$ cat config.mk
export PLATFORM = sky130hd
export DESIGN_NAME = regfile_flat
export DESIGN_NICKNAME = d
export VERILOG_FILES = /design/src/rtl/regfile_if.sv /design/src/rtl/regfile.sv /design/src/flat_wrapper.sv
export SDC_FILE = /design/constraint.sdc
export NUM_CORES = 1
export LEC_CHECK = 0
export CAP_MARGIN = 0
export CORE_ASPECT_RATIO = 0.6
export CORE_UTILIZATION = 39
export CTS_BUF_LIST = sky130_fd_sc_hd__clkbuf_2 sky130_fd_sc_hd__clkbuf_4 sky130_fd_sc_hd__clkbuf_8
export CTS_CLUSTER_SIZE = 25
export DETAILED_ROUTE_END_ITERATION = 10
export HOLD_SLACK_MARGIN = 0.1
export MAX_ROUTING_LAYER = met4
export PLACE_DENSITY = 0.63
export SYNTH_ARGS = -nofsm -noshare
export SYNTH_HDL_FRONTEND = slang
export SYNTH_SLANG_ARGS = --single-unit
$ cat constraint.sdc
create_clock -name clk -period 2.2 [get_ports clk]
set_clock_uncertainty 0.05 [all_clocks]
set_input_delay 0.44 -clock clk [delete_from_list [all_inputs] [get_ports clk]]
set_output_delay 0.44 -clock clk [all_outputs]
set_load 0.02 [all_outputs]
$ cat src/rtl/regfile_if.sv
// Register-file bus: read ports, ALU write-back, flags load and clear/ready handshake.
// master = ALU/sequencer side, slave = register file.
interface regfile_if #(
    parameter int unsigned WIDTH = 16
);
    logic             clear;
    logic             ready;
    logic [3:0]       rd_addr1;
    logic [3:0]       rd_addr2;
    logic [WIDTH-1:0] src1;
    logic [WIDTH-1:0] src2;
    logic             wr_en;
    logic [3:0]       wr_addr;
    logic [WIDTH-1:0] wr_data;
    logic             flags_en;
    logic [3:0]       flags_in;
    logic [3:0]       flags;

    modport master (
        output clear, rd_addr1, rd_addr2, wr_en, wr_addr, wr_data, flags_en, flags_in,
        input  ready, src1, src2, flags
    );

    modport slave (
        input  clear, rd_addr1, rd_addr2, wr_en, wr_addr, wr_data, flags_en, flags_in,
        output ready, src1, src2, flags
    );
endinterface

$ cat src/rtl/regfile.sv
// 16 x WIDTH register file with hard-wired R0, INIT zeroing sweep, optional
// write-to-read forwarding and a separately loaded 4-bit flags register.
module regfile #(
    parameter int unsigned WIDTH = 16,
    parameter int unsigned FWD   = 1
) (
    input  logic       clk,
    input  logic       rst,
    regfile_if.slave   bus
);
    localparam int unsigned NREG = 16;
    localparam int unsigned AW   = 4;

    typedef enum logic {
        INIT = 1'b0,
        RUN  = 1'b1
    } state_t;

    state_t           state_q, state_d;
    logic [AW-1:0]    cnt_q, cnt_d;
    logic [3:0]       flags_q, flags_d;
    logic             ready_q, ready_d;

    logic [WIDTH-1:0] mem [NREG];
    logic             mem_we;
    logic [AW-1:0]    mem_wa;
    logic [WIDTH-1:0] mem_wd;
    logic             fwd_ok;

    // State, sweep counter, flags and ready
    always_ff @(posedge clk or posedge rst) begin
        if (rst) begin
            state_q <= INIT;
            cnt_q   <= '0;
            flags_q <= '0;
            ready_q <= 1'b0;
        end else begin
            state_q <= state_d;
            cnt_q   <= cnt_d;
            flags_q <= flags_d;
            ready_q <= ready_d;
        end
    end

    // Next state, storage write port and flags load
    always_comb begin
        state_d = state_q;
        cnt_d   = cnt_q;
        flags_d = flags_q;
        mem_we  = 1'b0;
        mem_wa  = bus.wr_addr;
        mem_wd  = bus.wr_data;
        case (state_q)
            INIT: begin
                mem_we = 1'b1;
                mem_wa = cnt_q;
                mem_wd = '0;
                if (bus.clear) begin
                    cnt_d = '0;
                end else if (cnt_q == AW'(NREG - 1)) begin
                    state_d = RUN;
                    cnt_d   = '0;
                end else begin
                    cnt_d = cnt_q + AW'(1);
                end
            end
            RUN: begin
                if (bus.clear) begin
                    state_d = INIT;
                    cnt_d   = '0;
                    flags_d = '0;
                end else begin
                    mem_we = bus.wr_en && (bus.wr_addr != '0);
                    if (bus.flags_en) flags_d = bus.flags_in;
                end
            end
            default: begin
                state_d = INIT;
                cnt_d   = '0;
            end
        endcase
        ready_d = (state_d == RUN);
    end

    // Storage carries no reset; the INIT sweep defines its contents
    always_ff @(posedge clk) begin
        if (mem_we) mem[mem_wa] <= mem_wd;
    end

    // A write that clear is about to discard is not forwarded either
    assign fwd_ok = (FWD == 1) && (state_q == RUN) && bus.wr_en && !bus.clear
                    && (bus.wr_addr != '0);

    // Combinational read ports
    always_comb begin
        bus.src1 = '0;
        bus.src2 = '0;
        if (state_q == RUN) begin
            if (fwd_ok && (bus.rd_addr1 == bus.wr_addr)) bus.src1 = bus.wr_data;
            else if (bus.rd_addr1 != '0)                 bus.src1 = mem[bus.rd_addr1];
            if (fwd_ok && (bus.rd_addr2 == bus.wr_addr)) bus.src2 = bus.wr_data;
            else if (bus.rd_addr2 != '0)                 bus.src2 = mem[bus.rd_addr2];
        end
    end

    assign bus.ready = ready_q;
    assign bus.flags = flags_q;
endmodule

$ cat src/flat_wrapper.sv
// flat-port wrapper written by rule: the top's interface ports become plain ports
module regfile_flat 
#(
    parameter int unsigned WIDTH = 16,
    parameter int unsigned FWD   = 1
)
  (clk, rst, bus_clear, bus_rd_addr1, bus_rd_addr2, bus_wr_en, bus_wr_addr, bus_wr_data, bus_flags_en, bus_flags_in, bus_ready, bus_src1, bus_src2, bus_flags);
  regfile_if #(.WIDTH(WIDTH)) bus_i ();
  input  logic clk;
  input  logic rst;
  input wire logic [$bits(bus_i.clear)-1:0] bus_clear;
  input wire logic [$bits(bus_i.rd_addr1)-1:0] bus_rd_addr1;
  input wire logic [$bits(bus_i.rd_addr2)-1:0] bus_rd_addr2;
  input wire logic [$bits(bus_i.wr_en)-1:0] bus_wr_en;
  input wire logic [$bits(bus_i.wr_addr)-1:0] bus_wr_addr;
  input wire logic [$bits(bus_i.wr_data)-1:0] bus_wr_data;
  input wire logic [$bits(bus_i.flags_en)-1:0] bus_flags_en;
  input wire logic [$bits(bus_i.flags_in)-1:0] bus_flags_in;
  output wire logic [$bits(bus_i.ready)-1:0] bus_ready;
  output wire logic [$bits(bus_i.src1)-1:0] bus_src1;
  output wire logic [$bits(bus_i.src2)-1:0] bus_src2;
  output wire logic [$bits(bus_i.flags)-1:0] bus_flags;
  assign bus_i.clear = bus_clear;
  assign bus_i.rd_addr1 = bus_rd_addr1;
  assign bus_i.rd_addr2 = bus_rd_addr2;
  assign bus_i.wr_en = bus_wr_en;
  assign bus_i.wr_addr = bus_wr_addr;
  assign bus_i.wr_data = bus_wr_data;
  assign bus_i.flags_en = bus_flags_en;
  assign bus_i.flags_in = bus_flags_in;
  assign bus_ready = bus_i.ready;
  assign bus_src1 = bus_i.src1;
  assign bus_src2 = bus_i.src2;
  assign bus_flags = bus_i.flags;
  regfile #(.WIDTH(WIDTH), .FWD(FWD)) u_core (.clk(clk), .rst(rst), .bus(bus_i));
endmodule
==> flow_summary.yaml <==
setup_path:
  worstPathRequired_ns: 1.71
  crit_fanout: 2
  crit_path_cell_trace: "mux4_2 -> nor2b_1 -> a211o_1 -> a32o_2 -> buf_6"
  r2r-start: "u_core.state_q"
  crit_family: "compound AO/OA/AOI/OAI gates"
  worst-setup-path-type: "reg2out"
  cp-start-kind: "register"
  end_kind: "output pin"
  ff2ff_path_depth: 5
  startpoint: "u_core.mem[4][12]"
  timing.rr.end: "u_core.mem[0][7]"
  path_buf_inv: 1
  worstPathArrival_ns: 2.28
  cp_slowest_stage_delay_ns: 0.46
  slowest_stage: "mux4_2"
  rrSetupSlack_ns: 0.12
hold_path:
  whs_path_depth: 2
  min_from: "bus_flags_in[2]"
  hold_end: "u_core.bus.flags[2]"
  hold_path.class: "in2reg"
floorplan:
  rows: 51
  fp.coreArea_um2: 32600
  num_io_pins: 74
  die_w_um: 237
  die_area_um2: 34000
  die_h_um: 143
  start_util_pct: 39.8
cts:
  clk_path_buf_depth: 3
  cts_tree: "done"
  cts_buffers: 41
  h-tree-depth: 2
  root_buffer: "clkbuf_8"
  cts.clk_slew.worst_paths_ns: 0.07
  clkSinkCount: 265
  worstSkewPairLatency_ns: 0.58
yosys:
  ys_ff_latch: 265
  yosys.cell_types.count: 45
  syn_area_um2: 13000
  synthArstFlopShare_pct: 3.40
  yosysWarningCount: 0
  synth_cells: 697
  synth_nets: 735
  synth_edf_count: 256
  synth_flop_cell: "edfxtp_1"
  synth.avg_cell_area_um2: 18.6
  synth_seq_area_share_pct: 61.0
grt:
  grt_pass1_wl_um: 58300
  grt_pass1_vias: 8509
  grt_max_degree: 41
  antenna_found_initial: 0
  grtUsageTotal_pct: 25.0
  overflow: 0
power:
  design_power_total_w: 0.0111
  p_leak_nw: 5.97
  clockPowerShare_pct: 38.7
  pwr-share-comb_pct: 10.7
  p_int_w: 0.00842
  peakVddDrop_mv: 0.448
  switchingPower_w: 0.00272
  p_seq_share_pct: 50.6
  swShare_pct: 24.4
  power_density_nw_per_um2: 672
place:
  place_congestion: 0.861
  dp_hpwl_um: 25300
  place_inst: 1286
  port_buffers: 73
  placed_area_um2: 15300
sta:
  tightest_slew_ns: 0.787
  rsz0062_at_grt: "yes"
  finalCriticalPeriod_ns: 2.77
  setup_ws_ns: -0.572
  min_period_over_period_pct: 126
  hold_ws_ns: 0.420
  fmax_mhz: 361
  drv_slew: 0
  setup-violations-final: 32
  timing.slew.headroom_pct: 47.4
  hold_viol_final: 0
route:
  drtPass1Iterations: 5
  drt_iter0_markers: 1137
  routed_wl_um: 39900
  ant_nets: 0
  wl_per_cell_um: 29.0
  vias: 8260
  viasPerCell: 6.01
  drcViolationCount: 0
outcome:
  status: "complete, but fails checks"
  violations: "negative setup slack"
layout:
  final_cell_mix: "edfxtp_1, mux4_2, buf_4"
  syn2layout_area_growth_pct: 27.9
  fill_cells: 2639
  diodes: 0
  postLayoutCoreUtil_pct: 50.9
  final_cells: 1374
  design_area_um2: 16600
  finalNetCount: 931
  final_common_cell: "edfxtp_1"
  drive_gt1_share_pct: 47.9
job:
  maxCapViolCount: 0
per-stage QoR:
stage / setup TNS (ns) / setup slack (ns)
2_1_floorplan: -11.52 / -0.178
3_3_place_gp: -145.45 / -1.17
3_5_place_dp: -153.32 / -1.20
4_1_cts: -13.95 / -0.595
5_1_grt: -15.40 / -0.638
6_report: -12.74 / -0.572
routing by layer:
metal,vias to the layer above,track usage [%],share of wire (%)
met5,-,-,0
li1,3381,-,-
met1,4332,35.1,43
met3,79,6.44,9.5
met4,0,6.93,2.4
met2,468,35.9,45
cells by family after synthesis:
kind of cell / synth area share, %
buf+inv: 3.30
simple gates: 4.19
compound gates: 6.33
mux: 24.5
fa+ha+maj: 0.0964
flops: 61.0
xor+xnor: 0.608
worst reg2reg max path, cell delays in order, from the launching register on:
cell	delay, ns
dfrtp_2	0.45
buf_6	0.23
nor3_1	0.08
a21oi_1	0.61
nor2_2	0.11
buf_4	0.26
how the worst max path moves through the flow:
stage	end	slack, ns	depth (start not counted)
2_1_floorplan	u_core.mem[1][0]	-0.18	5
3_3_place_gp	bus_src1[5]	-1.17	8
3_5_place_dp	bus_src2[6]	-1.20	7
4_1_cts	bus_src2[12]	-0.60	5
5_1_grt	bus_src2[12]	-0.64	5
6_report	bus_src2[12]	-0.57	5
synth_stat cells, types with 2 or more instances:
| cell | count | area, µm² |
|---|---|---|
| a21oi_1 | 4 | 20.0 |
| a21oi_2 | 2 | 17.5 |
| a22o_1 | 33 | 289 |
| a22oi_1 | 49 | 368 |
| a31oi_1 | 4 | 25.0 |
| and2_1 | 18 | 113 |
| and3_1 | 2 | 12.5 |
| buf_1 | 3 | 11.3 |
| buf_12 | 5 | 100 |
| buf_2 | 17 | 85.1 |
| buf_4 | 5 | 37.5 |
| buf_6 | 8 | 90.1 |
| clkbuf_1 | 18 | 67.6 |
| clkbuf_2 | 2 | 10.0 |
| dfrtp_1 | 9 | 225 |
| edfxtp_1 | 256 | 7690 |
| inv_1 | 5 | 18.8 |
| mux2i_1 | 18 | 180 |
| mux4_1 | 30 | 788 |
| mux4_2 | 98 | 2210 |
| nand2_1 | 31 | 116 |
| nand3_1 | 9 | 45.0 |
| nor2_1 | 29 | 109 |
| nor2b_1 | 9 | 56.3 |
| nor3_1 | 2 | 10.0 |
| nor4_2 | 2 | 25.0 |
| o21a_1 | 2 | 15.0 |
| o22ai_1 | 2 | 12.5 |
| o41ai_1 | 2 | 17.5 |
| xor2_1 | 8 | 70.1 |
power by group through the flow:
| stage | Sequential (W) | Combinational, W | Clock, W |
|---|---|---|---|
| 2_1_floorplan | 0.00572 | 0.000687 | 0 |
| 3_3_place_gp | 0.00573 | 0.00108 | 0 |
| 3_5_place_dp | 0.00574 | 0.00110 | 0 |
| 4_1_cts | 0.00564 | 0.00118 | 0.00439 |
| 5_1_grt | 0.00564 | 0.00126 | 0.00461 |
| 6_report | 0.00564 | 0.00120 | 0.00431 |
sequential cells by signal, summed over array words and instances, names as in the netlist:
name,cells
u_core.bus.flags,4
u_core.cnt_q,4
u_core.mem,256
u_core.state_q,1
timing repair:
item	4_1_cts	5_1_grt
hold buffers	1	0
gates cloned	2	0
gates resized for setup	283	16
endpoints found under the hold margin	9	0
pin swaps	77	15
endpoints found under the setup margin	43	54
buffers inserted	12	0
layout make-up:
| type | instances | area [µm²] | share of cell area, % |
|---|---|---|---|
| Tap cell | 450 | 563 | 3.39 |
| Sequential cell | 265 | 7910 | 47.7 |
| Multi-Input combinational cell | 368 | 5030 | 30.3 |
| Inverter | 5 | 18.8 | 0.113 |
| Clock inverter | 19 | 148 | 0.890 |
| Timing Repair Buffer | 212 | 2240 | 13.5 |
| Clock buffer | 55 | 676 | 4.07 |
Note: power is estimated with default switching activity, not from simulation.
